===== src/rtl/vref_cal_ctrl.sv =====
// -----------------------------------------------------------------------------
// vref_cal_ctrl
//   Calibration controller for the vREF macro. Drives the CAL bus and closes
//   the loop through an analog comparator (cmp_i = 1 when VOUT is above the
//   target). A successive-approximation search, MSB first, finds the largest
//   CAL code whose VOUT does not exceed the target. In IDLE, software may
//   override the code directly.
//
// Parameters
//   WIDTH          CAL bus width
//   SETTLE_CYCLES  clk cycles waited after each trial code (>= 2)
//   RESET_CODE     code driven out of reset (mid-scale by default)
//
// Ports
//   clk_i        in   clock
//   rst_i        in   synchronous active-high reset
//   start_i      in   level, sampled in IDLE: begin calibration
//   abort_i      in   cancel a running calibration, restore last-valid code
//   cal_wr_i     in   software override strobe (IDLE only)
//   cal_wdata_i  in   software override code
//   cmp_i        in   asynchronous comparator output (1 = VOUT above target)
//   cal_o        out  code driven to the vREF CAL pins
//   busy_o       out  calibration in progress (TRIAL/SETTLE/DECIDE)
//   done_o       out  one-cycle pulse, cal_o holds the search result
//   sat_o        out  result is all-zeros or all-ones, held until next start
// -----------------------------------------------------------------------------
module vref_cal_ctrl #(
  parameter int unsigned            WIDTH         = 5,
  parameter int unsigned            SETTLE_CYCLES = 16,
  parameter logic [WIDTH-1:0]       RESET_CODE    = WIDTH'(2 ** (WIDTH - 1))
) (
  input  logic             clk_i,
  input  logic             rst_i,
  input  logic             start_i,
  input  logic             abort_i,
  input  logic             cal_wr_i,
  input  logic [WIDTH-1:0] cal_wdata_i,
  input  logic             cmp_i,
  output logic [WIDTH-1:0] cal_o,
  output logic             busy_o,
  output logic             done_o,
  output logic             sat_o
);

  localparam int unsigned CW = $clog2(SETTLE_CYCLES + 1);
  localparam int unsigned BW = (WIDTH > 1) ? $clog2(WIDTH) : 1;

  if (SETTLE_CYCLES < 2) begin : g_settle_chk
    $error("vref_cal_ctrl: SETTLE_CYCLES must be at least 2");
  end

  localparam logic [2:0] ST_IDLE   = 3'd0;
  localparam logic [2:0] ST_TRIAL  = 3'd1;
  localparam logic [2:0] ST_SETTLE = 3'd2;
  localparam logic [2:0] ST_DECIDE = 3'd3;
  localparam logic [2:0] ST_DONE   = 3'd4;

  logic [2:0]       r_state;
  logic [WIDTH-1:0] r_cal;
  logic [WIDTH-1:0] r_last;
  logic [WIDTH-1:0] r_work;
  logic [BW-1:0]    r_bit;
  logic [CW-1:0]    r_cnt;
  logic             r_sat;
  logic             r_sync1;
  logic             r_sync2;

  logic [WIDTH-1:0] w_mask;
  logic [WIDTH-1:0] w_trial;
  logic [WIDTH-1:0] w_decided;
  logic             w_sat_code;
  logic             w_running;

  // r_work only ever holds bits already decided as 1; the bit under test is
  // OR-ed in for the trial and kept only if VOUT stayed at or below target.
  assign w_mask     = WIDTH'(1) << r_bit;
  assign w_trial    = r_work | w_mask;
  assign w_decided  = r_sync2 ? r_work : w_trial;
  assign w_sat_code = (w_decided == '0) || (w_decided == '1);
  assign w_running  = (r_state == ST_TRIAL) || (r_state == ST_SETTLE) ||
                      (r_state == ST_DECIDE);

  always_ff @(posedge clk_i) begin
    if (rst_i) begin
      r_state <= ST_IDLE;
      r_cal   <= RESET_CODE;
      r_last  <= RESET_CODE;
      r_work  <= '0;
      r_bit   <= '0;
      r_cnt   <= '0;
      r_sat   <= 1'b0;
      r_sync1 <= 1'b0;
      r_sync2 <= 1'b0;
    end else begin
      r_sync1 <= cmp_i;
      r_sync2 <= r_sync1;

      if (abort_i && w_running) begin
        r_state <= ST_IDLE;
        r_cal   <= r_last;
      end else begin
        case (r_state)
          ST_IDLE: begin
            if (start_i) begin
              r_work  <= '0;
              r_bit   <= BW'(WIDTH - 1);
              r_sat   <= 1'b0;
              r_state <= ST_TRIAL;
            end else if (cal_wr_i) begin
              r_cal  <= cal_wdata_i;
              r_last <= cal_wdata_i;
            end
          end

          ST_TRIAL: begin
            r_cal   <= w_trial;
            r_cnt   <= CW'(SETTLE_CYCLES);
            r_state <= ST_SETTLE;
          end

          ST_SETTLE: begin
            r_cnt <= r_cnt - CW'(1);
            if (r_cnt == CW'(1)) begin
              r_state <= ST_DECIDE;
            end
          end

          ST_DECIDE: begin
            r_work <= w_decided;
            if (r_bit == '0) begin
              // Result committed on this edge so cal_o already carries the
              // final code during the DONE cycle, while done_o is high.
              r_cal   <= w_decided;
              r_last  <= w_decided;
              r_sat   <= w_sat_code;
              r_state <= ST_DONE;
            end else begin
              r_bit   <= r_bit - BW'(1);
              r_state <= ST_TRIAL;
            end
          end

          ST_DONE: begin
            r_state <= ST_IDLE;
          end

          default: begin
            r_state <= ST_IDLE;
          end
        endcase
      end
    end
  end

  assign cal_o  = r_cal;
  assign busy_o = w_running;
  assign done_o = (r_state == ST_DONE);
  assign sat_o  = r_sat;

endmodule


===== config.mk =====
export PLATFORM = sky130hd
export DESIGN_NAME = vref_cal_ctrl
export DESIGN_NICKNAME = d
export VERILOG_FILES = /design/src/rtl/vref_cal_ctrl.sv
export SDC_FILE = /design/constraint.sdc
export NUM_CORES = 1
export LEC_CHECK = 0
export CAP_MARGIN = 20
export CELL_PAD_IN_SITES_DETAIL_PLACEMENT = 2
export CELL_PAD_IN_SITES_GLOBAL_PLACEMENT = 2
export CORE_AREA = 10 10 93 75
export DETAILED_ROUTE_END_ITERATION = 10
export DIE_AREA = 0 0 103 85
export HOLD_SLACK_MARGIN = 0.06
export PLACE_DENSITY_LB_ADDON = 0.1
export SLEW_MARGIN = 0
export SYNTH_ARGS = -nofsm -noshare
export SYNTH_HDL_FRONTEND = slang
export SYNTH_SLANG_ARGS = --single-unit

===== constraint.sdc =====
create_clock -name clk_i -period 2 [get_ports clk_i]
set_clock_uncertainty 0.05 [all_clocks]
set_input_delay 0.4 -clock clk_i [delete_from_list [all_inputs] [get_ports clk_i]]
set_output_delay 0.4 -clock clk_i [all_outputs]
set_load 0.02 [all_outputs]

Word-level counts from Yosys, hierarchy flattened. Index checks and enable logic that the tools add are counted.

$mul: 0. Reduce and logical (&&, ||, !) cells: 18. Divide/modulo/power cells: 0. Order comparisons: 0. Add/subtract/negate cells: 2. Bitwise operators: 2. Equality and inequality tests: 15. Shifts and indexed selects: 1. Multiplexer cells: 20.

Operator list (count): two-way mux 5 bit (6); case mux 5 bit (2 select lines) (3); two-way mux 3 bit (5); case mux 5 bit (3 select lines) (1); case mux 3 bit (4 select lines) (1); AND reduction 4 bit (3); inequality test 2 bit (second input constant) (4); == test 3 x 2 -> 1 bit (second input constant) (2); zero test 3 bit (2); inequality test 3 bit (second input constant) (2); case mux 3 bit (2 select lines) (1); == test 5 x 1 -> 1 bit (second input constant) (1); == test 5 bit (second input constant) (1); zero test 5 bit (1); OR 5 bit (1); AND reduction 5 bit (1); left shift 1 x 3 -> 5 bit (first input constant) (1); subtractor 5 x 1 -> 5 bit (second input constant) (1); inequality test 2 x 1 -> 1 bit (second input constant) (2); AND reduction 2 bit (2); nonzero test 2 bit (2); nonzero test 4 bit (1); == test 3 x 1 -> 1 bit (second input constant) (1); == test 3 bit (second input constant) (1); 9 further kinds (12).

Bits in read-only memories: 0. Latch bits: 0. Bits of input ports: 11. Memory bits (writable): 0. Logic and storage cells: 67. Register bits: 29. Memories kept: 0.

Longest topological paths before layout. Gate-level depths: netlist of run 1.

Depth after elaboration: 7. Gate-level depth with buffers: 7.

Worst setup path after synthesis of run 1. Ideal clock, no wire load.

Path kind: register to register. Start point: reg r_state[0]. End point: reg r_last[1]. Arrival time: 1.572 ns. Clock period less this slack: 1.691 ns. Path slack: 0.309 ns. Stages on the path, launching flop included: 7. Cells stage by stage: dfxtp_1 buf_6 or4b_1 o32a_1 buf_6 a211o_1 a21oi_2.

Word-level cells in the longest chain between the ends: 6.

RTL lines: from (decl) (line 58) `logic [2:0] r_state;`; from (signal assigned) (line 85) `r_state <= ST_IDLE;`; from (signal assigned) (line 99) `r_state <= ST_IDLE;`; from (signal assigned) (line 108) `r_state <= ST_TRIAL;`; == test 3 x 1 -> 1 bit or == test 3 x 2 -> 1 bit (tied branches) (line 80) `assign w_running = (r_state == ST_TRIAL) || (r_state == ST_SETTLE) ||`; logical OR 1 bit (2 in a row) (line 80); logical AND 1 bit (line 98) `if (abort_i && w_running) begin`; inverter 1 bit (no line); AND reduction 5 bit (no line); to (signal assigned) (line 111) `r_last <= cal_wdata_i;`; to (signal assigned) (line 134) `r_last <= w_decided;`; to (decl) (line 60) `logic [WIDTH-1:0] r_last;`.

Parallel ways exist; a longest one is shown, timed or not. A chain may end at the register's enable or synchronous reset.

Worst setup path after layout of run 1.
Start point: in start_i. End point: reg r_last[1].

Word-level cells in the longest chain between the ends: 2.

RTL lines: from (decl) (line 34) `input logic start_i,`; inequality test 2 bit (no line); AND reduction 5 bit (no line).

Every way passes these cells.

==> results.py, run 1 <==
metrics = {
    "timing": {
        "finalWorstSetupSlack_ns": 0.1034,
        "finalMaxSlewViolations": 0,
        "relSlewSlack_pct": 70.14,
        "grt_setup_unrepaired": "false",
        "worst_pin_slew_ns": 0.4470,
        "period_share_pct": 94.83,
        "finalSetupTns_ns": 0,
        "finalHoldViolCount": 0,
        "setup_viol": 0,
        "hold_slack_ns": 0.3952,
        "max_freq_mhz": 527.2,
        "period_needed_ns": 1.897,
    },
    "cells_and_area": {
        "fillers": 565,
        "final_nets": 243,
        "antennaDiodeCount": 0,
        "mostFrequentLayoutCells": "dfxtp_1, buf_4, clkdlybuf4s50_1, nor2_1, a21oi_1",
        "final_layout_size_suffix_gt1_share_pct": 16.44,
        "layout_commonest_cell": "dfxtp_1",
        "area_growth_pct": 27.67,
        "multi_input_area_sq_um": 984.7,
        "ff_latch_area_sq_um": 581.8,
    },
    "setup_path": {
        "worstPathRequired_ns": 2.16,
        "crit_fanout": 7,
        "crit_type": "in2reg",
        "critPathCaptureType": "flip-flop",
        "crit_path_start_kind": "input port",
        "worstPathArrival_ns": 2.06,
    },
    "routing": {
        "firstDrtPassIters": 4,
        "via_per_inst": 5.533,
        "drc": 0,
        "wl_per_cell_microns": 19.96,
        "num_vias": 1588,
        "wl_mm": 5.729,
        "drtIter0Drc": 44,
        "final_antenna_net_count": 0,
    },
    "synth": {
        "ys_warn_count": 0,
        "synthFlopType": "dfxtp_1",
        "syn_inst": 191,
        "postSynthAreaPerCell_sq_um": 8.595,
        "synth_nets": 209,
        "synth_area_sq_um": 1642,
        "synth_edf_count": 0,
        "ys_seq_elements": 29,
        "synth.distinct_cells": 50,
        "seq_area_frac_synth_pct": 35.37,
        "synth-async-reset-ratio_pct": 0,
    },
    "pwr": {
        "peakVddDrop_mv": 0.3227,
        "power_mw": 1.436,
        "power_density_nw_per_um2": 685.2,
        "leakage_nw": 0.8028,
    },
    "placed_design": {
        "portBuffers": 18,
        "dp.final_hpwl_mm": 4.528,
        "dp_slack_ns": -0.1976,
        "routabilityCongestion": 0.8240,
    },
    "grt": {
        "grt_pass1_wl_mm": 9.377,
        "grt_overflow": 0,
        "grt_antenna_before_repair": 0,
        "grt_use_total_pct": 13.49,
        "grt_max_degree": 23,
        "grt_pass1_vias": 1766,
    },
    "clock_network": {
        "cts_tree": "yes",
        "clock_sinks": 29,
        "clkSlewWorstSetupHoldPaths_ns": 0.06,
        "cts_buffer_depth": 2,
        "cts_made_buffers": 5,
        "htreeDepth": 2,
        "post_cts_buffers": 0,
        "cts-root-buf": "clkbuf_8",
        "holdBufCountCts": 0,
        "clk_latency_ns": 0.28,
    },
    "run_status": {
        "outcome": "finished clean",
    },
    "floorplan": {
        "chipHeight_microns": 85,
        "start_util_pct": 31.69,
        "ios": 19,
        "num_rows": 23,
        "die_x_microns": 103,
        "die_area_sq_um": 8755,
        "core_sq_um": 5180,
    },
    "worst_hold_path": {
        "hold_class": "reg2reg",
    },
    "job": {
        "maxCapViolCount": 0,
    },
}
power breakdown:
group / internal (mW) / leakage, nW / switching, mW
clock network: 0.273 / 0.0443 / 0.220
registers: 0.609 / 0.237 / 0.0294
logic: 0.143 / 0.521 / 0.162
total: 1.02 / 0.803 / 0.411
what timing repair did:
action | 4_1_cts | 5_1_grt
cloned | 0 | 0
setup endpoints to repair | 2 | 9
pin swaps | 0 | 0
resized for setup | 3 | 3
routing by layer:
metal  GRT usage (%)  wire length (microns)  share of wire, %
met5               0                      0                 0
met4           2.270                      9              0.16
met2           21.91                   2677                47
met1           17.80                   2905                51
met3           3.241                    137               2.4
area by class of cell:
class	instances	share of cell area, %
Clock buffer	7	4.119
Multi-Input combinational cell	143	46.99
Sequential cell	29	27.76
Inverter	6	1.075
Timing Repair Buffer	40	16.36
Tap cell	62	3.701
flip-flops by register name, summed over array words and instances, names as in the netlist:
signal	count
r_sync2	1
r_work	5
r_bit	3
sat_o	1
r_sync1	1
r_cnt	5
r_state	3
cal_o	5
r_last	5
final timing paths:
kind              slack (ns)  cells after the start  startpoint   endpoint
setup / recovery        0.10                      5     start_i  r_last[1]
hold / removal          0.40                      1     r_sync1    r_sync2
hold reg to reg         0.40                      1     r_sync1    r_sync2
setup reg to reg        0.17                      6    r_bit[1]  r_last[1]
synthesized netlist by cell type, types with 2 or more instances:
master / n / area [sq um]
xor2_1: 3 / 26.28
nor4b_1: 2 / 17.52
nor2_1: 15 / 56.30
nand2_1: 11 / 41.29
a21o_1: 5 / 37.54
nand4_1: 3 / 18.77
a211o_1: 6 / 52.55
a311oi_1: 4 / 35.03
mux2i_1: 3 / 30.03
buf_2: 2 / 10.01
a21oi_1: 13 / 65.06
o41ai_1: 2 / 17.52
nand3b_1: 2 / 15.01
nor3_1: 9 / 45.04
dfxtp_1: 29 / 580.6
nand3_1: 7 / 35.03
a2bb2oi_1: 2 / 17.52
o211ai_1: 4 / 30.03
nor2b_1: 5 / 31.28
a211oi_1: 3 / 22.52
clkbuf_1: 9 / 33.78
nand2b_1: 4 / 25.02
ha_1: 7 / 87.58
and2_1: 2 / 12.51
inv_1: 6 / 22.52
buf_6: 2 / 22.52
a21oi_2: 3 / 26.28
o2bb2ai_1: 4 / 35.03
o21ai_0: 3 / 15.01
per-stage QoR:
step | instance area [sq um] | utilization, % | std cells
floorplan | 1642 | - | 191
global placement | 1998 | 38.57 | 280
detailed placement | 1998 | 38.57 | 280
CTS | 2083 | 40.22 | 287
global route | 2096 | 40.46 | 287
finish | 2096 | 40.46 | 287
logic make-up after synthesis:
group	after synthesis	synth area share [%]
muxes	3	1.829
and+or+nand+nor	68	22.03
xor gates and xnor gates	4	2.135
adders and majority gates	7	5.335
AOI/OAI and AO/OA	61	27.90
DFF	29	35.37
buffers and inverters	19	5.411
critical path, cell delays in order:
cell and delay (ns):
clkdlybuf4s50_1 0.46, or4b_1 0.48, o32a_1 0.29, a211o_1 0.28
a21oi_2 0.13
No activity file was read; power rests on OpenSTA's default activity.
==> run 2: changes to the inputs <==
- CELL_PAD_IN_SITES_DETAIL_PLACEMENT: 2 -> unset
- CELL_PAD_IN_SITES_GLOBAL_PLACEMENT: 2 -> unset
- CORE_AREA: 10 10 93 75 -> 10 10 75 61
- DIE_AREA: 0 0 103 85 -> 0 0 85 71
- PLACE_DENSITY: unset -> 0.76
- PLACE_DENSITY_LB_ADDON: 0.1 -> unset
==> results.py, run 2 (synthesis results as in run 1) <==
metrics = {
    "routing": {
        "wl_per_cell_microns": 16.85,
        "firstDrtPassIters": 4,
        "wl_mm": 4.380,
        "num_vias": 1584,
        "drtIter0Drc": 200,
        "via_per_inst": 6.092,
        "drc": 0,
        "final_antenna_net_count": 0,
    },
    "pwr": {
        "p_comb_share_pct": 20.2,
        "power_mw": 1.468,
        "p_int_mw": 1.060,
        "power_density_nw_per_um2": 717.6,
        "p_sw_share_pct": 27.77,
        "clockPowerShare_pct": 36.5,
        "peakVddDrop_mv": 0.4528,
        "power_frac_seq_pct": 43.2,
        "leakage_nw": 0.8185,
        "p_switching_uw": 407.7,
    },
    "placed_design": {
        "dp.final_hpwl_mm": 3.395,
        "placed_area_sq_um": 1926,
        "dp_slack_ns": -0.1923,
        "portBuffers": 18,
        "routabilityCongestion": 0.9052,
    },
    "grt": {
        "grt_use_total_pct": 14.60,
        "grt_max_degree": 23,
        "grt_antenna_before_repair": 0,
        "grt_pass1_vias": 1528,
        "grt_overflow": 0,
        "grt_pass1_wl_mm": 7.293,
    },
    "timing": {
        "finalHoldViolCount": 0,
        "finalWorstSetupSlack_ns": 0.08756,
        "setup_viol": 0,
        "period_needed_ns": 1.912,
        "worst_pin_slew_ns": 0.3665,
        "period_share_pct": 95.62,
        "max_freq_mhz": 522.9,
        "relSlewSlack_pct": 75.38,
        "finalMaxSlewViolations": 0,
    },
    "cells_and_area": {
        "layout_commonest_cell": "dfxtp_1",
        "area_growth_pct": 24.62,
        "final_layout_size_suffix_gt1_share_pct": 14.55,
        "mostFrequentLayoutCells": "dfxtp_1, clkdlybuf4s50_1, buf_4, nor2_1, a21oi_1",
        "antennaDiodeCount": 0,
        "fillers": 256,
        "final_nets": 237,
        "stdcell_area_sq_um": 2046,
    },
    "setup_path": {
        "worstPathArrival_ns": 2.09,
        "crit_path_start_kind": "input port",
        "critPathCaptureType": "flip-flop",
        "crit_type": "in2reg",
        "worstPathRequired_ns": 2.18,
        "crit_fanout": 8,
    },
    "clock_network": {
        "clock_sinks": 29,
        "clkSlewWorstSetupHoldPaths_ns": 0.07,
        "cts-root-buf": "clkbuf_8",
        "clk_latency_ns": 0.29,
        "cts_buffer_depth": 2,
        "holdBufCountCts": 0,
        "cts_tree": "yes",
        "cts_made_buffers": 5,
        "htreeDepth": 2,
        "post_cts_buffers": 0,
    },
    "worst_hold_path": {
        "hold_class": "reg2reg",
    },
    "floorplan": {
        "chipHeight_microns": 71,
        "num_rows": 18,
        "die_x_microns": 85,
        "ios": 19,
        "start_util_pct": 51.69,
        "die_area_sq_um": 6035,
        "core_sq_um": 3176,
    },
    "run_status": {
        "outcome": "finished clean",
    },
    "job": {
        "maxCapViolCount": 0,
    },
}
run 2: what timing repair did:
| action | CTS | global route |
|---|---|---|
| hold endpoints to repair | 0 | 0 |
| endpoints found under the setup margin | 0 | 13 |
| resized for setup | 0 | 6 |
run 2: per-stage QoR:
| step | hold slack, ns | cells | utilization (%) | TNS, ns |
|---|---|---|---|---|
| CTS | 0.3973 | 260 | 63.83 | 0 |
| global placement | 0.3746 | 252 | 60.64 | -0.4820 |
| detailed placement | 0.3809 | 252 | 60.64 | -1.165 |
| floorplan | 0.3638 | 191 | - | 0 |
| global route | 0.4152 | 260 | 64.42 | -0.01829 |
| finish | 0.3898 | 260 | 64.42 | 0 |
run 2: worst paths after layout:
check | slack [ns] | from | endpoint | cells past startpoint
worst max register to register | 0.10 | r_bit[1] | r_last[3] | 6
worst min register to register | 0.39 | r_sync1 | r_sync2 | 1
worst min-delay path | 0.39 | r_sync1 | r_sync2 | 1
worst max-delay path | 0.09 | start_i | r_last[3] | 5
run 2: power groups by stage:
stage | logic (mW) | registers, mW | clock network (mW)
final | 0.297 | 0.635 | 0.536
after global routing | 0.321 | 0.640 | 0.560
after CTS | 0.293 | 0.633 | 0.541
after detailed placement | 0.291 | 0.646 | 0
after global placement | 0.279 | 0.643 | 0
after floorplan | 0.170 | 0.650 | 0
run 2: layout make-up:
type	instances	area, sq um	share of cell area (%)
Tap cell	40	50.05	2.446
Multi-Input combinational cell	143	984.7	48.13
Clock buffer	7	96.34	4.709
Sequential cell	29	581.8	28.44
Inverter	6	22.52	1.101
Clock inverter	1	5.005	0.2446
Timing Repair Buffer	34	305.3	14.92
run 2: metal layers:
layer	track usage (%)	vias up	share of wire, %
met2	22.59	60	47
met5	0	-	0
met4	6.934	0	1.6
li1	-	771	-
met3	4.577	9	7.3
met1	17.94	744	44
run 2: critical path, stage by stage:
cell,delay [ns]
clkdlybuf4s50_1,0.45
or4b_1,0.50
o32a_1,0.32
a211o_1,0.29
a21oi_2,0.13
